===== config.mk =====
export PLATFORM = sky130hd
export DESIGN_NAME = alu_op_decoder
export DESIGN_NICKNAME = d
export VERILOG_FILES = /design/src/rtl/alu_pkg.sv /design/src/rtl/alu_skid_buf.sv /design/src/rtl/alu_op_decoder.sv
export SDC_FILE = /design/constraint.sdc
export NUM_CORES = 1
export LEC_CHECK = 0
export ABC_AREA = 0
export BUFFER_PORTS_ARGS = -buffer_cell sky130_fd_sc_hd__buf_2
export CAP_MARGIN = 20
export CORE_MARGIN = 3
export CORE_UTILIZATION = 50
export CTS_CLUSTER_SIZE = 16
export DETAILED_ROUTE_END_ITERATION = 6
export PLACE_DENSITY = 0.87
export SLEW_MARGIN = 20
export SYNTH_ARGS = -nofsm -noshare
export SYNTH_HDL_FRONTEND = slang
export SYNTH_SLANG_ARGS = --single-unit

===== constraint.sdc =====
create_clock -name clk -period 1.81 [get_ports clk]
set_input_delay 0.181 -clock clk [delete_from_list [all_inputs] [get_ports clk]]
set_output_delay 0.181 -clock clk [all_outputs]
set_load 0.05 [all_outputs]

===== src/rtl/alu_pkg.sv =====
// alu_pkg: ALU control codes, RV32 opcode/funct constants and funct3 decode helper
package alu_pkg;
  localparam logic [3:0] ALU_ADD = 4'b0000;
  localparam logic [3:0] ALU_SUB = 4'b0001;
  localparam logic [3:0] ALU_AND = 4'b0010;
  localparam logic [3:0] ALU_OR = 4'b0100;
  localparam logic [3:0] ALU_SLL = 4'b1000;
  localparam logic [3:0] ALU_SRL = 4'b0011;
  localparam logic [3:0] ALU_ILLEGAL = 4'b1111;
  localparam logic [6:0] OPC_OP = 7'b0110011;
  localparam logic [6:0] OPC_OP_IMM = 7'b0010011;
  localparam logic [2:0] F3_ADD = 3'b000;
  localparam logic [2:0] F3_SLL = 3'b001;
  localparam logic [2:0] F3_SRL = 3'b101;
  localparam logic [2:0] F3_OR = 3'b110;
  localparam logic [2:0] F3_AND = 3'b111;
  localparam logic [6:0] F7_BASE = 7'b0000000;
  localparam logic [6:0] F7_SUB = 7'b0100000;
  function automatic logic [3:0] f3_ctrl(input logic [2:0] f3);
    return f3 == F3_ADD ? ALU_ADD :
           f3 == F3_AND ? ALU_AND :
           f3 == F3_OR  ? ALU_OR  :
           f3 == F3_SLL ? ALU_SLL :
           f3 == F3_SRL ? ALU_SRL : ALU_ILLEGAL;
  endfunction
endpackage


===== src/rtl/alu_skid_buf.sv =====
// alu_skid_buf: 2-entry valid/ready register slice with registered in_ready
module alu_skid_buf #(
  parameter int W = 8
) (
  input  logic         clk,
  input  logic         rst,
  input  logic         in_valid,
  output logic         in_ready,
  input  logic [W-1:0] in_data,
  output logic         out_valid,
  input  logic         out_ready,
  output logic [W-1:0] out_data
);
  logic         skid_valid;
  logic [W-1:0] skid_data;
  logic         rdy_q;
  logic         acc;
  logic         free;
  assign acc = in_valid && in_ready;
  assign free = !out_valid || out_ready;
  assign in_ready = rdy_q && !rst;
  // Output slot refills from skid first, then from input; skid only fills while output is held
  always_ff @(posedge clk) begin
    if (rst) begin
      out_valid <= 1'b0;
      out_data <= '0;
      skid_valid <= 1'b0;
      skid_data <= '0;
      rdy_q <= 1'b1;
    end else begin
      if (free) begin
        out_valid <= skid_valid || acc;
        out_data <= skid_valid ? skid_data : acc ? in_data : out_data;
      end
      if (!free && acc) skid_data <= in_data;
      skid_valid <= !free && (skid_valid || acc);
      rdy_q <= free || !(skid_valid || acc);
    end
  end
endmodule


===== src/rtl/alu_op_decoder.sv =====
// alu_op_decoder: decodes RV32 OP/OP-IMM into ALU control and operands behind a skid buffer
module alu_op_decoder
  import alu_pkg::*;
#(
  parameter int DATA_W = 32,
  parameter int CTRL_W = 4
) (
  input  logic              clk,
  input  logic              rst,
  input  logic              in_valid,
  output logic              in_ready,
  input  logic [31:0]       in_instr,
  input  logic [DATA_W-1:0] in_rs1,
  input  logic [DATA_W-1:0] in_rs2,
  output logic              out_valid,
  input  logic              out_ready,
  output logic [CTRL_W-1:0] out_ctrl,
  output logic [DATA_W-1:0] out_a,
  output logic [DATA_W-1:0] out_b,
  output logic              out_illegal
);
  localparam int PW = 1 + CTRL_W + 2 * DATA_W;
  logic [6:0]        opcode;
  logic [2:0]        f3;
  logic [6:0]        f7;
  logic              r_op;
  logic              i_op;
  logic              shift;
  logic              legal;
  logic [3:0]        base;
  logic [3:0]        ctrl;
  logic [DATA_W-1:0] imm;
  logic [DATA_W-1:0] b;
  logic [PW-1:0]     pay;
  logic [PW-1:0]     out_data;
  logic              unused_fields;
  assign unused_fields = ^{in_instr[19:15], in_instr[11:7]};
  assign opcode = in_instr[6:0];
  assign f3 = in_instr[14:12];
  assign f7 = in_instr[31:25];
  // Combinational decode; illegal ops keep R-style operands so the token still flows
  always_comb begin
    r_op = opcode == OPC_OP;
    i_op = opcode == OPC_OP_IMM;
    shift = f3 == F3_SLL || f3 == F3_SRL;
    base = f3_ctrl(f3);
    legal = base != ALU_ILLEGAL &&
            ((r_op && (f7 == F7_BASE || (f7 == F7_SUB && f3 == F3_ADD))) ||
             (i_op && (!shift || f7 == F7_BASE)));
    ctrl = !legal ? ALU_ILLEGAL : (r_op && f7 == F7_SUB) ? ALU_SUB : base;
    imm = {{(DATA_W-12){in_instr[31]}}, in_instr[31:20]};
    b = !legal ? in_rs2 :
        shift ? {{(DATA_W-5){1'b0}}, i_op ? in_instr[24:20] : in_rs2[4:0]} :
        i_op ? imm : in_rs2;
    pay = {!legal, CTRL_W'(ctrl), in_rs1, b};
  end
  alu_skid_buf #(.W(PW)) u_skid (
    .clk(clk),
    .rst(rst),
    .in_valid(in_valid),
    .in_ready(in_ready),
    .in_data(pay),
    .out_valid(out_valid),
    .out_ready(out_ready),
    .out_data(out_data)
  );
  assign {out_illegal, out_ctrl, out_a, out_b} = out_data;
endmodule


Word-level counts from Yosys, hierarchy flattened
Cells that the tools add are included.
- latch bits: 0
- register bits after elaboration: 141
- word-level logic and storage cells: 52
- memories: 0
- memory bits (writable): 0
- ROM bits: 0
- output and inout port bits: 71
- bits of input ports: 100
- magnitude comparators: 0
- divide/modulo/power cells: 0
- bitwise logic cells: 0
- equal/unequal tests: 8
- multipliers: 0
- multiplexer cells: 13
- add/subtract/negate cells: 0
- reduce and logical (&&, ||, !) cells: 26
- shifts and indexed selects: 0
- operators by type and width (kind ; count):
    $mux 69 ; 2
    $mux 32 ; 3
    $mux 4 ; 7
    $eq 7x6->1 const B ; 2
    $eq 3x3->1 const B ; 3
    $logic_and 1x1->1 ; 9
    $eq 7x5->1 const B ; 1
    $logic_not 7->1 ; 1
    $logic_or 1x1->1 ; 7
    $logic_not 1->1 ; 6
    $mux 5 ; 1
    $ne 4x4->1 const B ; 1
    $eq 3x1->1 const B ; 1
    $logic_not 3->1 ; 1
    $reduce_and 2->1 ; 1
    $reduce_bool 2->1 ; 1

Longest topological paths before layout
- word-level depth: 11
- mapped depth: 9
- mapped depth without buffers: 5

By module
Synthesis repeated with hierarchy kept, for this count alone.
- cell total of the unflattened synthesis: 755
- area, all modules: 6712.7 um^2
- by module, submodules not included (module ; cells each ; instances ; area an instance (um^2) ; seq. area each (um^2)):
    alu_skid_buf ; 644 ; 1 ; 5955.7 ; 2822.7
    alu_op_decoder ; 111 ; 1 ; 757.0 ; 0.0

Worst setup path before layout
Ideal clock, no wire load.
- path kind: flip-flop to flip-flop
- start point: register u_skid.out_valid
- end point: register u_skid.out_data[22]
- buffers on the path: 2
- data required time: 1.723 ns
- stages on the path, launching flop included: 8
- slack: 0.008 ns
- arrival time: 1.715 ns
- setup time: 0.087 ns
- period minus slack after synthesis: 1.802 ns
- path through: dfxtp_1 -> nand2b_1 -> clkbuf_1 -> nand2_1 -> clkbuf_1 -> o221ai_1 -> nand2b_1 -> o31ai_1
- word-level cells in the longest chain between the ends: 3
- RTL lines (element ; RTL line ; text):
    from (decl) ; alu_skid_buf.sv:10 ; output logic out_valid,
    from (signal assigned) ; alu_skid_buf.sv:32 ; out_valid <= skid_valid || acc;
    $logic_not 1->1 ; alu_skid_buf.sv:20 ; assign free = !out_valid || out_ready;
    $logic_or 1x1->1 ; alu_skid_buf.sv:20 ;
    $reduce_and 2->1 (no source line) ; n/a ;
    to (signal assigned) ; alu_skid_buf.sv:33 ; out_data <= skid_valid ? skid_data : acc ? in_data : out_data;
    to (decl) ; alu_skid_buf.sv:12 ; output logic [W-1:0] out_data
No other way between the ends.
A chain may end at the register's enable or synchronous reset.

Worst setup path in the final report
- start point: register u_skid.rdy_q
- end point: register u_skid.skid_data[5]
- word-level cells in the longest chain between the ends: 3
- RTL lines (element ; RTL line ; text):
    from (decl) ; alu_skid_buf.sv:16 ; logic rdy_q;
    from (signal assigned) ; alu_skid_buf.sv:37 ; rdy_q <= free || !(skid_valid || acc);
    $logic_and 1x1->1 ; alu_skid_buf.sv:21 ; assign in_ready = rdy_q && !rst;
    $logic_and 1x1->1 ; alu_skid_buf.sv:19 ; assign acc = in_valid && in_ready;
    $logic_and 1x1->1 ; alu_skid_buf.sv:35 ; if (!free && acc) skid_data <= in_data;
    to (signal assigned) ; alu_skid_buf.sv:35 ;
    to (decl) ; alu_skid_buf.sv:15 ; logic [W-1:0] skid_data;
No other way between the ends.

==> results.sh <==
export IMPL_synth_cell_type_count=52
export IMPL_die_area_um2=14400
export IMPL_synth_simple_area_share_pct=19.2
export IMPL_synth_mux_area_share_pct=5.70
export IMPL_num_vias=6433
export IMPL_cts_tree="done"
export IMPL_required_ns=2.17
export IMPL_tightest_slew_ns=0.680
export IMPL_final_cell_mix="160 x buf_2, 140 x dfxtp_1, 132 x nand2_1"
export IMPL_synth_top_cell_area_share_pct=43.4
export IMPL_setup_viol=0
export IMPL_ys_flop_type="dfxtp_1"
export IMPL_period_share_pct=92.6
export IMPL_synth_top_family_by_area="compound AO/OA/AOI/OAI gates"
export IMPL_synthCells=772
export IMPL_fin_util_pct=65.6
export IMPL_ys_seq_area_share_pct=43.4
export IMPL_h_tree_depth=4
export IMPL_avgSynthCellArea_um2=8.42
export IMPL_worstSetupStartpointType="flop"
export IMPL_power_leakage_nw=3.30
export IMPL_grtUsageTotal_pct=24.7
export IMPL_rsz0062_at_grt="false"
export IMPL_synth_edf_count=0
export IMPL_worstPathMaxFanout=7
export IMPL_status="finished clean"
export IMPL_synth_xor_xnor_area_share_pct=0
export IMPL_clkTransAtPathRegs_ns=0.06
export IMPL_via_per_inst=5.80
export IMPL_slew_headroom_pct=54.5
export IMPL_cts_inserted_buffers=17
export IMPL_syn_area_um2=6500
export IMPL_synth_fa_ha_area_share_pct=0
export IMPL_power_mw=8.68
export IMPL_grt_overflow=0
export IMPL_endpoint_kind="flop"
export IMPL_crit_type="flop to flop"
export IMPL_grt_max_degree=81
export IMPL_cts_root_buf="clkbuf_16"
export IMPL_routedWlPerCell_um=16.0
export IMPL_synth_compound_area_share_pct=26.7
export IMPL_fp_dieH_um=120
export IMPL_fin_nets=1025
export IMPL_clk_insertion_delay_late_ns=0.42
export IMPL_hp_class="input port to flop"
export IMPL_tns_ns=0
export IMPL_synthArstFlopShare_pct=0
export IMPL_start_util_pct=51.3
export IMPL_ir_drop_uv=682
export IMPL_post_cts_buffers=0
export IMPL_synth_area_top_cells="dfxtp_1 43%, nand2_1 7.6%, mux2i_1 5.7%"
export IMPL_cap_violations=0
export IMPL_slew_violations=0
export IMPL_antenna_cells=0
export IMPL_postRouteAntennaNets=0
export IMPL_max_freq_ghz=0.597
export IMPL_area_delta_synth_final_pct=27.9
export IMPL_grt_pass1_wl_um=29100
export IMPL_io_pins=171
export IMPL_placed_cells=1072
export IMPL_final_cells=1110
export IMPL_ys_ff_latch=141
export IMPL_io_buffers=160
export IMPL_synth_top_area_cell="dfxtp_1"
export IMPL_routabilityCongestion=0.878
export IMPL_drtIter0Drc=618
export IMPL_drive_above_1_share_pct=26.4
export IMPL_worstPathArrival_ns=2.04
export IMPL_clockBufferDepth=2
export IMPL_final_common_cell="buf_2"
export IMPL_hpwl_um=11700
export IMPL_fin_skew_ns=0.00697
export IMPL_hold_violations=0
export IMPL_die_width_um=120
export IMPL_drc_errors=0
export IMPL_min_period_ns=1.68
export IMPL_core_area_um2=12700
export IMPL_synth_net_count=872
export IMPL_clock_sinks=141
export IMPL_yosysWarnings=0
export IMPL_rows=41
export IMPL_grt_pass1_vias=5989
export IMPL_fill_cells=995
export IMPL_dr_pass1_iters=5
export IMPL_antenna_found_initial=0
export IMPL_pwr_density_cell_nw_per_um2=1040
export IMPL_wl_um=17800
-- metrics by stage --
stage          area, µm²  worst slack, ns  hold slack (ns)
3_3_place_gp        7610           0.0524            0.432
5_1_grt             8310          0.00465          0.00722
6_report            8310            0.134           0.0126
2_1_floorplan       6500          0.00830            0.317
3_5_place_dp        7610         0.000376            0.439
4_1_cts             8310            0.124         0.000752
-- power by group --
group	internal (mW)	switching [mW]
Combinational	0.482	1.06
Clock	2.41	1.30
Sequential	3.32	0.112
-- logic make-up after synthesis --
kind of cell | count (synthesis)
DFF | 141
AOI/OAI and AO/OA | 251
muxes | 37
buffers and inverters | 74
and+or+nand+nor | 269
-- layer usage --
layer / track usage [%] / part of all wire (%) / wire length, µm / vias up
li1: - / - / - / 3117
met1: 31.9 / 41 / 7360 / 2972
met2: 40.6 / 49 / 8630 / 307
met3: 5.28 / 7.4 / 1320 / 37
met4: 9.16 / 2.6 / 463 / 0
met5: 0 / 0 / 0 / -
-- state kept, by name, indices dropped and copies added, names as in the netlist --
signal and cells:
u_skid.rdy_q 1, u_skid.skid_valid 1, u_skid.out_valid 1, u_skid.skid_data 69, u_skid.out_data 69
-- cells in the mapped netlist (2+ instances only) --
| cell | number |
|---|---|
| dfxtp_1 | 141 |
| nand2_1 | 132 |
| a21oi_1 | 51 |
| nor2_1 | 45 |
| o21ai_0 | 45 |
| a211oi_1 | 37 |
| clkbuf_1 | 37 |
| mux2i_1 | 37 |
| nand3_1 | 31 |
| buf_2 | 28 |
| nand2b_1 | 26 |
| o221ai_1 | 25 |
| o21a_1 | 22 |
| o31ai_1 | 21 |
| a31oi_1 | 8 |
| nand4_1 | 8 |
| a22o_1 | 7 |
| a21boi_0 | 6 |
| a21o_1 | 6 |
| a31o_2 | 6 |
| nor3_1 | 6 |
| inv_1 | 4 |
| o2111ai_1 | 4 |
| and2_1 | 3 |
| nor2b_1 | 3 |
| o211ai_1 | 3 |
| buf_1 | 2 |
| buf_4 | 2 |
| nand4b_1 | 2 |
| nor4bb_1 | 2 |
-- worst max-delay path, stage by stage, from the launching register on --
cell	delay, ns
dfxtp_1	0.31
and3b_2	0.25
and2_2	0.27
nor2_1	0.54
a22o_1	0.25
-- timing repair --
| action | CTS | global route |
|---|---|---|
| hold buffers | 6 | 0 |
| hold endpoints to repair | 6 | 0 |
| endpoints found under the setup margin | 0 | 3 |
| resized for setup | 0 | 1 |
-- path summary, 6_finish.rpt --
check	start	to	slack, ns	cells past startpoint
max	u_skid.rdy_q	u_skid.skid_data[5]	0.13	4
min	in_rs1[18]	u_skid.skid_data[50]	0.01	3
max reg2reg	u_skid.rdy_q	u_skid.skid_data[5]	0.13	4
min reg2reg	u_skid.out_data[64]	u_skid.out_data[64]	0.45	2
-- cell type report --
cell class / instances / area [µm²] / share of cell area (%)
Timing Repair Buffer: 203 / 1250 / 15.1
Sequential cell: 141 / 2820 / 34.0
Tap cell: 172 / 215 / 2.59
Clock buffer: 22 / 474 / 5.71
Multi-Input combinational cell: 557 / 3360 / 40.5
Clock inverter: 10 / 161 / 1.94
Inverter: 5 / 18.8 / 0.226
Note: power is estimated with default switching activity, not from simulation.
